<file path="src/rtl/fpaddsub_pkg.sv">
// fpaddsub_pkg: shared constants for the binary32 add/sub datapath.
//   - field widths, bias, canonical quiet NaN, all-ones exponent
//   - bit positions inside the pre-alignment exception vector
//   - bit positions inside the packer status flags
package fpaddsub_pkg;

  localparam int          EXP_W   = 8;
  localparam int          MANT_W  = 23;
  localparam int          BIAS    = 127;
  localparam logic [31:0] QNAN    = 32'h7FC00000;
  localparam logic [7:0]  EXP_MAX = 8'hFF;

  // Exception vector layout: {any, ANaN, BNaN, AInf, BInf}
  typedef enum int unsigned {
    EXC_BINF = 0,
    EXC_AINF = 1,
    EXC_BNAN = 2,
    EXC_ANAN = 3,
    EXC_ANY  = 4
  } exc_idx_e;

  // Flag layout: {invalid, overflow, underflow, inexact}
  localparam int FLG_INEXACT   = 0;
  localparam int FLG_UNDERFLOW = 1;
  localparam int FLG_OVERFLOW  = 2;
  localparam int FLG_INVALID   = 3;

endpackage

</file>
<file path="src/rtl/fpaddsub_round_unit.sv">
// fpaddsub_round_unit: combinational rounding increment.
//   mant  in  24  normalized significand, hidden bit at [23]
//   grs   in   3  guard, round, sticky
//   sum   out 25  mant + rounding increment; bit 24 is the rounding carry
// Build option: FPADDSUB_ROUND_NEAREST_EN defined selects round-to-nearest-
// even; undefined selects truncation (no increment).
module fpaddsub_round_unit
  import fpaddsub_pkg::*;
(
  input  logic [MANT_W:0]   mant,
  input  logic [2:0]        grs,
  output logic [MANT_W+1:0] sum
);

  logic rnd_up;

`ifdef FPADDSUB_ROUND_NEAREST_EN
  // Round up above half, or on an exact tie when the LSB is odd.
  assign rnd_up = grs[2] & (grs[1] | grs[0] | mant[0]);
`else
  logic unused_grs;
  assign unused_grs = ^grs;
  assign rnd_up     = 1'b0;
`endif

  assign sum = {1'b0, mant} + {{(MANT_W+1){1'b0}}, rnd_up};

endmodule

</file>
<file path="src/rtl/fpaddsub_result_packer.sv">
// fpaddsub_result_packer: final stage of the binary32 add/sub datapath.
// Stage 1 rounds the normalized significand; stage 2 resolves special
// cases, post-normalizes after rounding and packs the IEEE word + flags.
// Both stages share one stall signal (adv), so a blocked output freezes
// the whole pipe, including an empty stage 1.
//   clk, rst              clock, async active-high reset
//   in_valid/in_ready     input handshake
//   in_sign/exp/mant/grs  normalized result from the normalizer
//   in_exc                {any, ANaN, BNaN, AInf, BInf}
//   in_sa/in_sb/in_op     original operand signs and operation (1 = sub)
//   out_valid/out_ready   output handshake
//   out_data              packed binary32 result
//   out_flags             {invalid, overflow, underflow, inexact}
// Build option: FPADDSUB_ROUND_NEAREST_EN (see fpaddsub_round_unit).
module fpaddsub_result_packer
  import fpaddsub_pkg::*;
(
  input  logic        clk,
  input  logic        rst,
  input  logic        in_valid,
  output logic        in_ready,
  input  logic        in_sign,
  input  logic [8:0]  in_exp,
  input  logic [23:0] in_mant,
  input  logic [2:0]  in_grs,
  input  logic [4:0]  in_exc,
  input  logic        in_sa,
  input  logic        in_sb,
  input  logic        in_op,
  output logic        out_valid,
  input  logic        out_ready,
  output logic [31:0] out_data,
  output logic [3:0]  out_flags
);

  logic        adv;
  logic [24:0] rnd_sum;

  logic        s1_valid;
  logic        s1_sign;
  logic [8:0]  s1_exp;
  logic [4:0]  s1_exc;
  logic        s1_sa;
  logic        s1_sb;
  logic        s1_op;
  logic [24:0] s1_sum;
  logic        s1_zero;
  logic        s1_inexact;

  logic [31:0] pk_data;
  logic [3:0]  pk_flags;
  logic [8:0]  exp_f;
  logic        eff_sub;

  assign adv      = ~out_valid | out_ready;
  assign in_ready = adv;

  fpaddsub_round_unit u_round (
    .mant (in_mant),
    .grs  (in_grs),
    .sum  (rnd_sum)
  );

  // Stage 1: round
  always_ff @(posedge clk or posedge rst) begin
    if (rst) begin
      s1_valid   <= 1'b0;
      s1_sign    <= 1'b0;
      s1_exp     <= '0;
      s1_exc     <= '0;
      s1_sa      <= 1'b0;
      s1_sb      <= 1'b0;
      s1_op      <= 1'b0;
      s1_sum     <= '0;
      s1_zero    <= 1'b0;
      s1_inexact <= 1'b0;
    end else if (adv) begin
      s1_valid <= in_valid;
      if (in_valid) begin
        s1_sign    <= in_sign;
        s1_exp     <= in_exp;
        s1_exc     <= in_exc;
        s1_sa      <= in_sa;
        s1_sb      <= in_sb;
        s1_op      <= in_op;
        s1_sum     <= rnd_sum;
        s1_zero    <= (in_mant == '0) && (in_grs == '0);
        s1_inexact <= |in_grs;
      end
    end
  end

  // Stage 2: special cases and pack
  assign eff_sub = s1_sa ^ s1_sb ^ s1_op;

  always_comb begin
    pk_data  = '0;
    pk_flags = '0;
    // A rounding carry means the significand became 2.0: bump the exponent.
    exp_f    = s1_sum[24] ? (s1_exp + 9'd1) : s1_exp;
    if (s1_exc[EXC_ANAN] | s1_exc[EXC_BNAN]) begin
      pk_data = QNAN;
    end else if (s1_exc[EXC_AINF] & s1_exc[EXC_BINF] & eff_sub) begin
      pk_data              = QNAN;
      pk_flags[FLG_INVALID] = 1'b1;
    end else if (s1_exc[EXC_AINF]) begin
      pk_data = {s1_sa, EXP_MAX, {MANT_W{1'b0}}};
    end else if (s1_exc[EXC_BINF]) begin
      pk_data = {s1_sb ^ s1_op, EXP_MAX, {MANT_W{1'b0}}};
    end else if (s1_zero) begin
      pk_data = {s1_sign, 31'd0};
    end else if ((exp_f >= 9'd255) || s1_exp[8]) begin
      // s1_exp[8] catches normalizer overflow even if the increment wrapped.
      pk_data                = {s1_sign, EXP_MAX, {MANT_W{1'b0}}};
      pk_flags[FLG_OVERFLOW] = 1'b1;
      pk_flags[FLG_INEXACT]  = 1'b1;
    end else if (exp_f == 9'd0) begin
      pk_data                 = {s1_sign, 31'd0};
      pk_flags[FLG_UNDERFLOW] = 1'b1;
      pk_flags[FLG_INEXACT]   = 1'b1;
    end else begin
      pk_data               = {s1_sign, exp_f[EXP_W-1:0],
                               s1_sum[24] ? {MANT_W{1'b0}} : s1_sum[MANT_W-1:0]};
      pk_flags[FLG_INEXACT] = s1_inexact;
    end
  end

  always_ff @(posedge clk or posedge rst) begin
    if (rst) begin
      out_valid <= 1'b0;
      out_data  <= '0;
      out_flags <= '0;
    end else if (adv) begin
      out_valid <= s1_valid;
      if (s1_valid) begin
        out_data  <= pk_data;
        out_flags <= pk_flags;
      end
    end
  end

  // Hidden bit and the summary "any" exception bit carry no extra information.
  logic unused_bits;
  assign unused_bits = s1_sum[23] ^ s1_exc[EXC_ANY];

endmodule

</file>
<file path="config.mk">
export PLATFORM = sky130hd
export DESIGN_NAME = fpaddsub_result_packer
export DESIGN_NICKNAME = d
export VERILOG_FILES = /design/src/rtl/fpaddsub_pkg.sv /design/src/rtl/fpaddsub_round_unit.sv /design/src/rtl/fpaddsub_result_packer.sv
export SDC_FILE = /design/constraint.sdc
export NUM_CORES = 1
export LEC_CHECK = 0
export CAP_MARGIN = 20
export CORE_AREA = 5 5 86 108
export CTS_CLUSTER_DIAMETER = 120
export DETAILED_ROUTE_END_ITERATION = 10
export DIE_AREA = 0 0 91 113
export PLACE_DENSITY = 0.77
export REMOVE_ABC_BUFFERS = 1
export SLEW_MARGIN = 20
export SYNTH_ARGS = -nofsm -noshare
export SYNTH_HDL_FRONTEND = slang
export SYNTH_SLANG_ARGS = --single-unit
export TNS_END_PERCENT = 20
</file>
<file path="constraint.sdc">
create_clock -name clk -period 8.4 [get_ports clk]
set_input_delay 2.52 -clock clk [delete_from_list [all_inputs] [get_ports clk]]
set_output_delay 2.52 -clock clk [all_outputs]
set_load 0.005 [all_outputs]
</file>
==> impl_results.md <==
- Commonest non-fill, non-tap cells in the layout: 85 x clkdlybuf4s50_1, 80 x dfrtp_1, 38 x mux2_2
- Wire length per cell: ~16 um
- Residual DRC: 0
- CTS Buffer Depth: 2
- PwrDens: 212 nW/um2
- H-tree depth: 3
- Post-cts gate resize count: 0
- RD Place Congestion: 0.692
- FF-to-FF setup slack: between 6 and 7 ns
- RSZ-0062 raised after global routing: no
- Metal-1 WL: 2800 um
- Layout overhead on the synthesized area: 36.0%
- YS warnings: 0
- Seq/Total Area, Yosys: 0.626
- Total grt overflow: 0
- Die H: 113 um
- Finished Layout Cells: between 400 and 500
- Via density: 5.11
- Pin count of the biggest net entering global routing: 81
- Die ar.: about 10000 um2
- Slew HR: 0.298
- Clock sinks: 80
- Leakage power: approximately 1.8 nW
- Commonest non-fill, non-tap cell in the layout: clkdlybuf4s50_1
- Starting Density: 0.395
- Total global-route track usage: 0.134
- Tightest Pin Transition: about 1.1 ns
- Via count: 2150
- # Post-CTS Setup Buffers: 0
- First-pass GRT wire length: approximately 11000 um
- Status: completed
- Initial DRC Count: 57
- Layout cell share with drive strength beyond 1: 0.188
- Met2 Routed Length: 3500 um
- Placed cell area: 4100 um2
- Wire length on met3: 338 um
- CP max FO: 8
- First-pass DRT Iterations: 4
- Crit-path cells: clkdlybuf4s50_1 -> nand2b_1 -> clkdlybuf4s50_1
- Yosys cell types: 33
- #FFs+latches synth: 80
- Max-cap violations: 0
- Setup TNS: 0 ns
- Max Used Layer: met4
- Die Width: 91 um
- Syn Std Cell Area: 3200 um2
- Setup crit start kind: input port
- CTS tree: done
- Crit share post-route: 0.751
- Placed instance count: a little over 400
- Number of global-route vias before repair: 2324
- # diodes: 0
- Final Skew: about 0.014 ns
- CP endpoint kind: output port
- Worst-skew pair later-pin latency: ~0.34 ns
- Worst VDD drop: roughly 0.00013 V
- CP Data Required Time: roughly 5.9 ns
- Clock Tree Root: clkbuf_8
- Post-route cell area: 4350 um2
- Syn avg cell area: 13.7 um2
- HPWL after detailed placement: 4720 um
- Crit path max-delay cell type: clkdlybuf4s50_1
- Number of port buffers: 85
- Fin util: 0.537
- Critical path's most frequent cell: clkdlybuf4s50_1
- Period minus WS final: around 6.3 ns
- Clock Pin Slew Worst Setup and Hold Paths: 0.07 ns
- Synth Instances: 234
- Final hold slack: 0.478 ns
- ANT nets after route: 0
- Hold_buf cts: 0
- TritonCTS buffer count: 9
- Initial antenna violation count: 0
- Slowest stage delay, CP: ~0.56 ns
- Core ar.: 8100 um2
- Final Hold Fails: 0
- Fmax: 159 MHz
- Boundary Pins: between 80 and 90
- Arr. time, crit path: 3.79 ns
- Hold Crit Class: flop to flop
- Final net count: between 300 and 400
- Setup violations, final: 0
- Max-slew violations: 0
- Setup CP Type: input port to output port
- # rows: 37
- DRT Wirelength: 6710 um
==> metal layers <==
metal  vias to the layer above  GRT usage
li1                       1021          -
met2                        55      0.231
met5                         -          0
met4                         0     0.0528
met1                      1066      0.162
met3                         8     0.0293
==> layout make-up <==
type	instances	area [um2]
Timing Repair Buffer	87	890
Tap cell	97	121
Sequential cell	80	2000
Multi-Input combinational cell	139	1100
Fill cell	703	3750
Clock buffer	12	155
Clock inverter	3	65.1
Inverter	3	12.5
==> flip-flops by register name, indices dropped and copies added (netlist names) <==
register	flops
s1_sum	23
s1_exc	4
out_valid	1
s1_sa	1
s1_inexact	1
s1_op	1
out_flags	4
s1_sign	1
s1_valid	1
s1_zero	1
s1_exp	9
s1_sb	1
out_data	32
==> Yosys cell counts <==
cell	n	area share
mux2_2	38	0.13
buf_2	4	0.0063
a21oi_1	9	0.014
inv_1	3	0.0035
or2_2	1	0.0020
and2_1	1	0.0020
or3_1	1	0.0020
a22o_1	24	0.066
nor4_1	7	0.014
nor2b_1	1	0.0020
nand2_2	1	0.0020
nand2b_1	1	0.0020
buf_4	4	0.0094
o21bai_1	8	0.019
o31ai_1	1	0.0023
a31oi_1	1	0.0020
nand4_2	1	0.0039
nand2_1	9	0.011
o21ai_0	5	0.0078
buf_6	2	0.0070
and3_1	1	0.0020
nor3_4	2	0.010
nand3_1	3	0.0047
mux2_1	2	0.0070
xnor2_1	2	0.0055
clkbuf_2	1	0.0016
nand4_1	3	0.0059
clkbuf_1	1	0.0012
nor3_2	1	0.0031
a221oi_1	1	0.0027
dfrtp_1	80	0.63
nor2_1	11	0.013
nor3_1	4	0.0063
==> final timing paths <==
| path | start | endpoint | cells past startpoint |
|---|---|---|---|
| hold / removal | out_data[31]$_DFFE_PP0P_ | out_data[31]$_DFFE_PP0P_ | 2 |
| hold reg to reg | out_data[31]$_DFFE_PP0P_ | out_data[31]$_DFFE_PP0P_ | 2 |
| max in group asynchronous | rst | s1_exp[3]$_DFFE_PP0P_ | 3 |
| setup / recovery | out_ready | in_ready | 3 |
| min in group asynchronous | rst | s1_sb$_DFFE_PP0P_ | 3 |
| setup reg to reg | s1_exc[0]$_DFFE_PP0P_ | out_data[11]$_DFFE_PP0P_ | 4 |
==> report_power, final <==
group	leakage, nW	total (mW)	switching, mW	internal (mW)
registers	0.971	0.465	0.0335	0.431
clock network	0.112	0.310	0.128	0.182
logic	0.723	0.148	0.0592	0.0890
total	1.81	0.923	0.221	0.702
==> per-stage QoR <==
stage	setup WS [ns]	power, mW
CTS	2.09	0.933
detailed placement	2.09	0.620
floorplan	3.13	0.545
global route	2.06	0.968
finish	2.09	0.923
global placement	2.11	0.614
==> worst max-delay path: cells and delay by family <==
kind	cells	cell delay, ns
buf+inv	2	1.01
simple gates	1	0.26
==> logic make-up after synthesis <==
family,count (synthesis),synth area share
compound gates,49,0.114
mux,40,0.141
simple gates,48,0.0849
flops,80,0.626
xor+xnor,2,0.00548
buf+inv,15,0.0290
No activity file was read; power rests on OpenSTA's default activity.
